$ cat config.mk
export PLATFORM = sky130hd
export DESIGN_NAME = block_char_filter_flat
export DESIGN_NICKNAME = d
export VERILOG_FILES = /design/src/rtl/block_char_filter_pkg.sv /design/src/rtl/block_char_filter_if.sv /design/src/rtl/block_char_filter_char_fifo2.sv /design/src/rtl/block_char_filter.sv /design/src/flat_wrapper.sv
export SDC_FILE = /design/constraint.sdc
export NUM_CORES = 1
export LEC_CHECK = 0
export CAP_MARGIN = 10
export CORE_MARGIN = 3
export CORE_UTILIZATION = 52
export CTS_BUF_LIST = sky130_fd_sc_hd__clkbuf_16
export CTS_CLUSTER_DIAMETER = 40
export DETAILED_ROUTE_END_ITERATION = 8
export GPL_ROUTABILITY_DRIVEN = 0
export PLACE_DENSITY = 0.78
export SLEW_MARGIN = 10
export SYNTH_ARGS = -nofsm -noshare
export SYNTH_HDL_FRONTEND = slang
export SYNTH_HIERARCHICAL = 1
export SYNTH_SLANG_ARGS = --single-unit
$ cat constraint.sdc
create_clock -name clk -period 5.6 [get_ports clk]
set_clock_uncertainty 0.15 [all_clocks]
set_input_delay 1.68 -clock clk [delete_from_list [all_inputs] [get_ports clk]]
set_output_delay 1.68 -clock clk [all_outputs]
set_load 0.1 [all_outputs]
$ cat src/rtl/block_char_filter_pkg.sv
// block_char_pkg: character constants, FSM state encoding and classification helpers for block_char_filter
package block_char_pkg;
   localparam logic [7:0] C_SP    = 8'h20;
   localparam logic [7:0] C_TAB   = 8'h09;
   localparam logic [7:0] C_LF    = 8'h0A;
   localparam logic [7:0] C_CR    = 8'h0D;
   localparam logic [7:0] C_SLASH = 8'h2F;
   typedef enum logic [1:0] {S_SPACE, S_WORD, S_SLASH, S_COMMENT} state_t;
   function automatic logic [7:0] to_lower(input logic [7:0] c);
      return (c >= 8'h41 && c <= 8'h5A) ? c + 8'h20 : c;
   endfunction
   function automatic logic is_ws(input logic [7:0] c);
      return c == C_SP || c == C_TAB || c == C_LF || c == C_CR;
   endfunction
endpackage

$ cat src/rtl/block_char_filter_if.sv
// block_char_filter_if: raw input and filtered output byte-stream handshakes
interface block_char_filter_if;
   logic       in_valid, in_ready, out_valid, out_ready;
   logic [7:0] in_char, out_char;
   modport master(output in_valid, in_char, out_ready, input in_ready, out_valid, out_char);
   modport slave(input in_valid, in_char, out_ready, output in_ready, out_valid, out_char);
endinterface

$ cat src/rtl/block_char_filter_char_fifo2.sv
// char_fifo2: byte FIFO taking up to two pushes (slot 0 first) and one pop per cycle
module char_fifo2 #(
   parameter int DEPTH = 4,
   parameter int AW = 2
) (
   input  logic          clk,
   input  logic          reset,
   input  logic          push0,
   input  logic          push1,
   input  logic [7:0]    data0,
   input  logic [7:0]    data1,
   input  logic          pop,
   output logic [7:0]    head,
   output logic [AW:0]   count
);
   localparam int CW = AW + 1;
   logic [7:0]    mem [DEPTH];
   logic [AW-1:0] wr, rd;
   logic          pop_ok;
   assign pop_ok = pop && count != '0;
   assign head = count == '0 ? 8'h00 : mem[rd];
   always_ff @(posedge clk) begin
      if (reset) begin
         wr    <= '0;
         rd    <= '0;
         count <= '0;
      end else begin
         if (push0) mem[wr] <= data0;
         if (push1) mem[push0 ? wr + AW'(1) : wr] <= data1;
         wr    <= wr + AW'(push0) + AW'(push1);
         rd    <= rd + AW'(pop_ok);
         count <= count + CW'(push0) + CW'(push1) - CW'(pop_ok);
      end
   end
endmodule

$ cat src/rtl/block_char_filter.sv
// block_char_filter: folds case, collapses whitespace and strips // comments ahead of the block checker
module block_char_filter
   import block_char_pkg::*;
#(
   parameter int DEPTH = 4,
   parameter int AW = 2
) (
   input  logic                clk,
   input  logic                reset,
   block_char_filter_if.slave  bus,
   output logic [15:0]         word_cnt
);
   localparam int CW = AW + 1;
   state_t      state, nstate;
   logic        sep_pend, nsep, last_sp, last0, nlast, acc, p0, p1;
   logic [7:0]  c, d0, d1;
   logic [AW:0] count;
   logic [1:0]  inc;
   logic [16:0] sum;
   assign bus.in_ready  = (CW'(DEPTH) - count) >= CW'(2);
   assign bus.out_valid = count != '0;
   assign acc = bus.in_valid && bus.in_ready;
   assign c   = to_lower(bus.in_char);
   always_comb begin
      nstate = state;
      nsep   = sep_pend;
      p0     = 1'b0;
      p1     = 1'b0;
      d0     = c;
      d1     = c;
      if (acc) begin
         case (state)
            S_SPACE: begin
               if (c == C_SLASH) begin
                  nstate = S_SLASH;
                  nsep   = 1'b0;
               end else if (!is_ws(c)) begin
                  p0     = 1'b1;
                  nstate = S_WORD;
               end
            end
            S_WORD: begin
               if (c == C_SLASH) begin
                  nstate = S_SLASH;
                  nsep   = 1'b1;
               end else begin
                  p0     = 1'b1;
                  d0     = is_ws(c) ? C_SP : c;
                  nstate = is_ws(c) ? S_SPACE : S_WORD;
               end
            end
            S_SLASH: begin
               // a lone '/' is released together with whatever byte resolved it
               if (c == C_SLASH) nstate = S_COMMENT;
               else begin
                  p0     = 1'b1;
                  p1     = 1'b1;
                  d0     = C_SLASH;
                  d1     = is_ws(c) ? C_SP : c;
                  nstate = is_ws(c) ? S_SPACE : S_WORD;
               end
            end
            default: begin
               if (c == C_LF) begin
                  p0     = sep_pend;
                  d0     = C_SP;
                  nstate = S_SPACE;
               end
            end
         endcase
      end
   end
   assign last0 = p0 ? d0 == C_SP : last_sp;
   assign nlast = p1 ? d1 == C_SP : last0;
   assign inc   = {1'b0, p0 && d0 != C_SP && last_sp} + {1'b0, p1 && d1 != C_SP && last0};
   assign sum   = {1'b0, word_cnt} + 17'(inc);
   always_ff @(posedge clk) begin
      if (reset) begin
         state    <= S_SPACE;
         sep_pend <= 1'b0;
         last_sp  <= 1'b1;
         word_cnt <= '0;
      end else begin
         state    <= nstate;
         sep_pend <= nsep;
         last_sp  <= nlast;
         word_cnt <= sum[16] ? 16'hFFFF : sum[15:0];
      end
   end
   char_fifo2 #(.DEPTH(DEPTH), .AW(AW)) u_fifo (
      .clk   (clk),
      .reset (reset),
      .push0 (p0),
      .push1 (p1),
      .data0 (d0),
      .data1 (d1),
      .pop   (bus.out_ready),
      .head  (bus.out_char),
      .count (count)
   );
endmodule
$ cat src/flat_wrapper.sv
// flat-port wrapper written by rule: the top's interface ports become plain ports
module block_char_filter_flat import block_char_pkg::*;
#(
   parameter int DEPTH = 4,
   parameter int AW = 2
)
  (clk, reset, word_cnt, bus_in_valid, bus_in_char, bus_out_ready, bus_in_ready, bus_out_valid, bus_out_char);
  block_char_filter_if bus_i ();
  input  logic clk;
  input  logic reset;
  output logic [15:0] word_cnt;
  input wire logic [$bits(bus_i.in_valid)-1:0] bus_in_valid;
  input wire logic [$bits(bus_i.in_char)-1:0] bus_in_char;
  input wire logic [$bits(bus_i.out_ready)-1:0] bus_out_ready;
  output wire logic [$bits(bus_i.in_ready)-1:0] bus_in_ready;
  output wire logic [$bits(bus_i.out_valid)-1:0] bus_out_valid;
  output wire logic [$bits(bus_i.out_char)-1:0] bus_out_char;
  assign bus_i.in_valid = bus_in_valid;
  assign bus_i.in_char = bus_in_char;
  assign bus_i.out_ready = bus_out_ready;
  assign bus_in_ready = bus_i.in_ready;
  assign bus_out_valid = bus_i.out_valid;
  assign bus_out_char = bus_i.out_char;
  block_char_filter #(.DEPTH(DEPTH), .AW(AW)) u_core (.clk(clk), .reset(reset), .bus(bus_i), .word_cnt(word_cnt));
endmodule
==> results.md, run 1 <==
- Clk_lat worst skew: 0.32 ns
- Largest net degree at the start of global routing: 20
- Combinational cell fraction of total power: 50.2%
- CTS tree: built
- Startpoint types: primary input
- Clk Tree Root Cell: sky130_fd_sc_hd__clkbuf_16
- H-Tree Depth: 3
- Post-layout worst setup margin: 0.258 ns
- Starting Density: 54.3%
- Inst Count DP: 520
- Synthesis warning total: 6
- Hold slack final: 0.334 ns
- Final-layout setup total negative slack: 0 ns
- Status: finished clean
- Top cells by area in the synthesized netlist: sky130_fd_sc_hd__edfxtp_1 26%, sky130_fd_sc_hd__dfxtp_1 14%, sky130_fd_sc_hd__mux2_2 9.6%, sky130_fd_sc_hd__ha_1 5.0%, sky130_fd_sc_hd__mux4_2 4.8%
- Critical Path End Type: register
- Utilization after layout: 69.6%
- First-pass GRT wire length: 14700 um
- FF-to-FF path depth: 16
- Total overflow reported by the global router: 0
- Final cycle utilization of the critical path: 95.4%
- I/O pin cnt: 38
- Final setup violation count: 0
- Leading register cell type out of synthesis: sky130_fd_sc_hd__edfxtp_1
- Fraction of synthesized cell area taken by the top area cell type: 25.6%
- Share of post-route cells with drive strength above 1: 28.0%
- Worst-case clock buffer depth: 2
- Number of port buffers: 37
- Global routing usage summed across all routing layers: 22.2%
- Minimum setup slack among reg-to-reg paths: 1.25 ns
- Hold violation count in the final report: 0
- Worst Path Class, Setup: primary input to register
- Post-synthesis cell area: 3750 um^2
- Worst-path clk slew: 0.05 ns
- Overall die width: 90.9 um
- Slew at the pin closest to its max-slew limit: 0.984 ns
- Number of enable-type register cells in the synthesized netlist: 32
- Minimum clock period after layout: 5.34 ns
- Max Clock Freq: 187 MHz
- Number of maximum-capacitance constraint violations: 0
- CP arrival: 5.43 ns
- Standby leakage power: 1.82 nW
- Number of unique standard cell types used by synthesis: 65
- Vias: 2996
- Maximum fanout count along the critical path: 7
- Synthesized net count: 387
- Total Die Area: 8260 um^2
- Number of nets with antenna violations after routing: 0
- Post-CTS Hold Buffers: 0
- Sw Pwr: 0.965 mW
- Sequential fraction of design power: 26.7%
- Post-Synthesis Mean Instance Area: 10.5 um^2
- Core Box Area: 6910 um^2
- Class of the tightest hold or removal check: register to register
- Wire length per cell: 16.1 um
- Worst setup slack before clock tree synthesis: -0.0956 ns
- Final wirelength: 8650 um
- Detailed Routing Iterations Pass 1: 4
- Unrepaired setup endpoints after global routing: false
- Post-layout power: 2.19 mW
- Cell area reported after detailed placement: 4510 um^2
- Final Max Tran Viols: 0
- Violation count after the first detailed-route iteration: 159
- Final cell count without fillers: 536
- Worst hold path depth: 2
- Filler instances: 514
- Final Instance Area: 4810 um^2
- CTS Buf Count: 9
- Portion of the post-synthesis area used by sequential elements: 40.1%
- Synthesized netlist cell count: 356
- Cell type with the largest total area after synthesis: sky130_fd_sc_hd__edfxtp_1
- Clock network fraction of total power: 23.1%
- Worst endpoint required time: 5.69 ns
- Via count of the first global-routing pass: 3072
- Post-detail-place hpwl: 6390 um
- Share of flip-flops with an asynchronous set or reset: 0%
- Switching share of total power: 44.0%
- # DRC: 0
- Flop and latch count out of synthesis: 59
- Vias per std cell: 5.59
- Internal: 1.23 mW
- Power density over the cells: 456 nW/um^2
- Number of rows in the core area: 30
- Die H: 90.9 um
- Rel. slew slack: 34.2%
- Number of antenna violations at the first check in global routing: 0
- Area growth from synthesis to layout: 28.3%
- Worst IR Drop VDD: 0.379 mV
- Total number of clock tree sinks: 59
- Final net count: 466
- Number of antenna cells inserted: 0
==> area by class of cell <==
cell class	instances	area, um^2	share of cell area, %
Clock inverter	6	31.3	0.651
Clock buffer	10	250	5.20
Multi-Input combinational cell	262	2110	43.9
Sequential cell	59	1500	31.2
Inverter	22	82.6	1.72
Timing Repair Buffer	81	713	14.8
Tap cell	96	120	2.50
==> routing by layer <==
metal / vias up / part of all wire (%) / GRT usage, %
met5: - / 0 / 0
met4: 0 / 0.82 / 6.41
met3: 6 / 5.8 / 4.33
met2: 89 / 51 / 38.2
met1: 1440 / 43 / 28.4
li1: 1461 / - / -
==> flip-flops by register name (all words and copies together) (netlist names) <==
name                 count
u_core/state             2
u_core/u_fifo/rd         2
u_core/word_cnt         16
u_core/sep_pend          1
u_core/u_fifo/count      3
u_core/last_sp           1
u_core/u_fifo/wr         2
u_core/u_fifo/mem       32
==> power groups by stage <==
stage               clock network, mW  registers, mW  logic [mW]
floorplan                           0          0.597       0.843
global route                    0.532          0.594        1.19
detailed placement                  0          0.595        1.09
finish                          0.506          0.585        1.10
CTS                             0.512          0.587        1.10
global placement                    0          0.592        1.07
==> critical path, stage by stage <==
cell and delay (ns):
sky130_fd_sc_hd__clkdlybuf4s50_1 0.50, sky130_fd_sc_hd__ha_1 0.25, sky130_fd_sc_hd__or3_2 0.43, sky130_fd_sc_hd__a21oi_1 0.19, sky130_fd_sc_hd__and4b_2 0.28, sky130_fd_sc_hd__nand3_2 0.07
sky130_fd_sc_hd__a31o_2 0.23, sky130_fd_sc_hd__or3_1 0.36, sky130_fd_sc_hd__fa_1 0.39, sky130_fd_sc_hd__inv_1 0.07, sky130_fd_sc_hd__ha_1 0.16, sky130_fd_sc_hd__nand3_1 0.09
sky130_fd_sc_hd__or3_1 0.40, sky130_fd_sc_hd__buf_4 0.18, sky130_fd_sc_hd__a21oi_1 0.15
==> final timing paths <==
kind,start,endpoint
worst max-delay path,bus_in_char[6],u_core/word_cnt[1]$_SDFF_PP0_
worst min-delay path,u_core/sep_pend$_SDFFE_PP0P_,u_core/sep_pend$_SDFFE_PP0P_
worst max register to register,u_core/u_fifo/count[0]$_SDFF_PP0_,u_core/word_cnt[1]$_SDFF_PP0_
worst min register to register,u_core/sep_pend$_SDFFE_PP0P_,u_core/sep_pend$_SDFFE_PP0P_
==> Yosys cell counts (6+ instances only) <==
cell type and count:
sky130_fd_sc_hd__o21ai_0 9, sky130_fd_sc_hd__mux2_2 32, sky130_fd_sc_hd__nor2_1 18, sky130_fd_sc_hd__inv_1 22, sky130_fd_sc_hd__mux4_2 8, sky130_fd_sc_hd__ha_1 15, sky130_fd_sc_hd__nor2b_1 18, sky130_fd_sc_hd__xor2_1 8
sky130_fd_sc_hd__dfxtp_1 27, sky130_fd_sc_hd__a21oi_1 22, sky130_fd_sc_hd__nand3_1 9, sky130_fd_sc_hd__and2_1 7, sky130_fd_sc_hd__edfxtp_1 32, sky130_fd_sc_hd__xnor2_1 6, sky130_fd_sc_hd__nand2_1 28
==> timing repair <==
item,in CTS,in global routing
setup endpoints to repair,0,2
gates resized for setup,0,4
endpoints found under the hold margin,0,0
buffers inserted,0,0
==> cell usage in the layout, fill, tap and decap left out, drive strengths merged, types with 4 or more instances in the layout <==
| cell type | Yosys | final |
|---|---|---|
| a21o | 5 | 5 |
| a21oi | 24 | 24 |
| a31oi | 5 | 5 |
| and2 | 9 | 9 |
| and3 | 5 | 5 |
| buf | 5 | 44 |
| clkbuf | 7 | 10 |
| clkdlybuf4s50 | 0 | 37 |
| clkinv | 0 | 4 |
| dfxtp | 27 | 27 |
| edfxtp | 32 | 32 |
| fa | 4 | 4 |
| ha | 15 | 15 |
| inv | 22 | 24 |
| mux2 | 32 | 32 |
| mux4 | 8 | 8 |
| nand2 | 28 | 28 |
| nand3 | 10 | 10 |
| nand4 | 5 | 5 |
| nor2 | 18 | 18 |
| nor2b | 18 | 18 |
| nor3 | 4 | 4 |
| o21ai | 11 | 11 |
| or3 | 5 | 5 |
| xnor2 | 6 | 6 |
| xor2 | 8 | 8 |
==> cells by family after synthesis <==
group	Yosys count	synth area share [%]
xor gates and xnor gates	14	3.27
muxes	41	14.7
AOI/OAI and AO/OA	63	11.7
and+or+nand+nor	125	18.9
buffers and inverters	35	4.21
adders and majority gates	19	7.14
DFF	59	40.1
Note: power is estimated with default switching activity, not from simulation.
==> run 2, diff against run 1 <==
--- a/config.mk
+++ b/config.mk
@@ -6,12 +6,12 @@
 export NUM_CORES = 1
 export LEC_CHECK = 0
 export CAP_MARGIN = 10
-export CORE_MARGIN = 3
 export CORE_UTILIZATION = 52
 export CTS_BUF_LIST = sky130_fd_sc_hd__clkbuf_16
 export CTS_CLUSTER_DIAMETER = 40
 export DETAILED_ROUTE_END_ITERATION = 8
 export GPL_ROUTABILITY_DRIVEN = 0
+export GPL_TIMING_DRIVEN = 0
 export PLACE_DENSITY = 0.78
 export SLEW_MARGIN = 10
 export SYNTH_ARGS = -nofsm -noshare
==> run 2 against run 1 <==
  * Flip-flop and latch count unchanged
  * First-iteration DRC count is 28% higher
  * Routed wire length decreased by 0.80%
  * Critical endpoint is now u_core/word_cnt[2]$_SDFF_PP0_
  * Global-route usage is 2.7 points higher
  * Highest routed layer unchanged
  * Via count decreased by 1.9%
  * Sequential power fell by 3%
  * Final area fell by 4.8%
==> results.md, run 2 (synthesis results as in run 1) <==
- Total overflow reported by the global router: 0
- Worst hold path depth: 2
- Final wirelength: 8580 um
- Overall die width: 86.9 um
- CP arrival: 5.46 ns
- Unrepaired setup endpoints after global routing: false
- Sequential fraction of design power: 25.9%
- Internal: 1.22 mW
- Core Box Area: 6870 um^2
- Number of rows in the core area: 30
- Via count of the first global-routing pass: 2797
- Worst Path Class, Setup: primary input to register
- Number of antenna cells inserted: 0
- Final Max Tran Viols: 0
- Final net count: 434
- I/O pin cnt: 38
- Worst setup slack before clock tree synthesis: -1.11 ns
- Detailed Routing Iterations Pass 1: 4
- Maximum fanout count along the critical path: 10
- Worst path max stage delay: 0.58 ns
- Post-layout power: 2.19 mW
- Starting Density: 54.6%
- Clock network fraction of total power: 23.4%
- Highest-delay cell along the critical path: sky130_fd_sc_hd__or4_4
- Startpoint types: primary input
- Worst-path clk slew: 0.05 ns
- Clk_lat worst skew: 0.33 ns
- Post-detail-place hpwl: 5810 um
- Combinational cell fraction of total power: 50.7%
- # DRC: 0
- Largest register FFs: 32
- Final setup violation count: 0
- Top library cells by usage in the layout, fill and taps aside: 32 x sky130_fd_sc_hd__mux2_2, 32 x sky130_fd_sc_hd__edfxtp_1, 29 x sky130_fd_sc_hd__clkdlybuf4s50_1
- Utilization after layout: 66.6%
- Area growth from synthesis to layout: 22.1%
- Standby leakage power: 1.68 nW
- Global routing usage summed across all routing layers: 24.9%
- Wire length per cell: 17.0 um
- Largest net degree at the start of global routing: 12
- Clk Tree Root Cell: sky130_fd_sc_hd__clkbuf_16
- Worst endpoint required time: 5.70 ns
- Sw Pwr: 0.975 mW
- Share of post-route cells with drive strength above 1: 23.5%
- Total Die Area: 7550 um^2
- Number of antenna violations at the first check in global routing: 0
- Max Clock Freq: 187 MHz
- Inst Count DP: 487
- Filler instances: 544
- Post-CTS Hold Buffers: 0
- Status: finished clean
- Final cell count without fillers: 504
- Final Instance Area: 4580 um^2
- Largest regs: u_core/u_fifo/mem: 32 flops, u_core/word_cnt: 16 flops, u_core/u_fifo/count: 3 flops
- Vias: 2940
- First-pass GRT wire length: 13900 um
- Worst-case clock buffer depth: 2
- Final cycle utilization of the critical path: 95.7%
- Hold violation count in the final report: 0
- Rel. slew slack: 34.1%
- Switching share of total power: 44.4%
- Post-layout worst setup margin: 0.244 ns
- FF-to-FF path depth: 17
- CTS Buf Count: 9
- Number of nets with antenna violations after routing: 0
- CP Cell Sequence: clkbuf_2 -> or4_4 -> a211oi_4 -> and2_4 -> nand2b_2 -> a21o_1 -> a31o_4 -> or3_1 -> fa_1 -> inv_1 -> ha_4 -> nand3_2 -> or3_4 -> clkbuf_4 -> a21oi_1
- Power density over the cells: 479 nW/um^2
- Number of port buffers: 35
- Worst IR Drop VDD: 0.370 mV
- Violation count after the first detailed-route iteration: 203
- H-Tree Depth: 3
- Die H: 86.9 um
- Minimum clock period after layout: 5.36 ns
- Vias per std cell: 5.83
- Total number of clock tree sinks: 59
- Critical Path End Type: register
- CTS tree: built
- Cell area reported after detailed placement: 4220 um^2
- Number of maximum-capacitance constraint violations: 0
- Slew at the pin closest to its max-slew limit: 0.986 ns
- Class of the tightest hold or removal check: register to register
- Largest register by flop count: u_core/u_fifo/mem
-- run 2: cell count changes in the layout (fill, tap and decap cells not counted), moves of 3 or more --
cell	before	now
sky130_fd_sc_hd__buf_2	0	3
sky130_fd_sc_hd__buf_4	43	1
sky130_fd_sc_hd__clkbuf_1	0	4
sky130_fd_sc_hd__clkbuf_2	0	5
sky130_fd_sc_hd__clkdlybuf4s50_1	37	29
sky130_fd_sc_hd__dlymetal6s2s_1	0	3
-- run 2: final timing paths --
check                                    start                             to  slack [ns]
max                             bus_in_char[3]  u_core/word_cnt[2]$_SDFF_PP0_        0.24
min reg2reg       u_core/sep_pend$_SDFFE_PP0P_   u_core/sep_pend$_SDFFE_PP0P_        0.31
min               u_core/sep_pend$_SDFFE_PP0P_   u_core/sep_pend$_SDFFE_PP0P_        0.31
max reg2reg  u_core/u_fifo/count[1]$_SDFF_PP0_  u_core/word_cnt[2]$_SDFF_PP0_        1.03
-- run 2: metal layers --
metal  vias up  routed length (um)  global-route usage, %
met1      1421                3540                   30.5
met3        10                 493                   5.50
met2       105                4440                   42.9
li1       1404                   -                      -
met5         -                   0                      0
met4         0                 111                   9.55
-- run 2: timing repair --
item | in CTS | in global routing
pin swaps | 0 | 2
buffers inserted | 1 | 0
resized for setup | 14 | 14
setup endpoints to repair | 16 | 18
-- run 2: metrics by stage --
stage | hold WS (ns) | setup TNS [ns]
after global placement | 0.307 | -17.32
final | 0.314 | 0
after floorplan | 0.289 | 0
after global routing | 0.340 | 0
after CTS | 0.317 | 0
after detailed placement | 0.311 | -21.70
-- run 2: area by class of cell --
cell class,count,area (um^2),area share (%)
flip-flops and latches,59,1500,32.8
plain buffers,13,78.8,1.72
inverters,22,82.6,1.80
clock inverters,6,31.3,0.683
repair buffers,36,350,7.65
clock buffers,10,250,5.47
multi-input cells,262,2160,47.3
well taps,96,120,2.62
-- run 2: power by group through the flow --
stage | Combinational [mW] | Sequential (mW) | Clock (mW)
floorplan | 0.843 | 0.597 | 0
global placement | 1.08 | 0.568 | 0
detailed placement | 1.09 | 0.572 | 0
CTS | 1.10 | 0.566 | 0.521
global route | 1.19 | 0.575 | 0.540
finish | 1.11 | 0.567 | 0.514
-- run 2: worst max-delay path: cells and delay by family --
kind,cells,cell delay [ns]
buffers and inverters,3,0.46
AOI/OAI and AO/OA,4,0.94
adders and majority gates,2,0.56
and+or+nand+nor,6,1.82
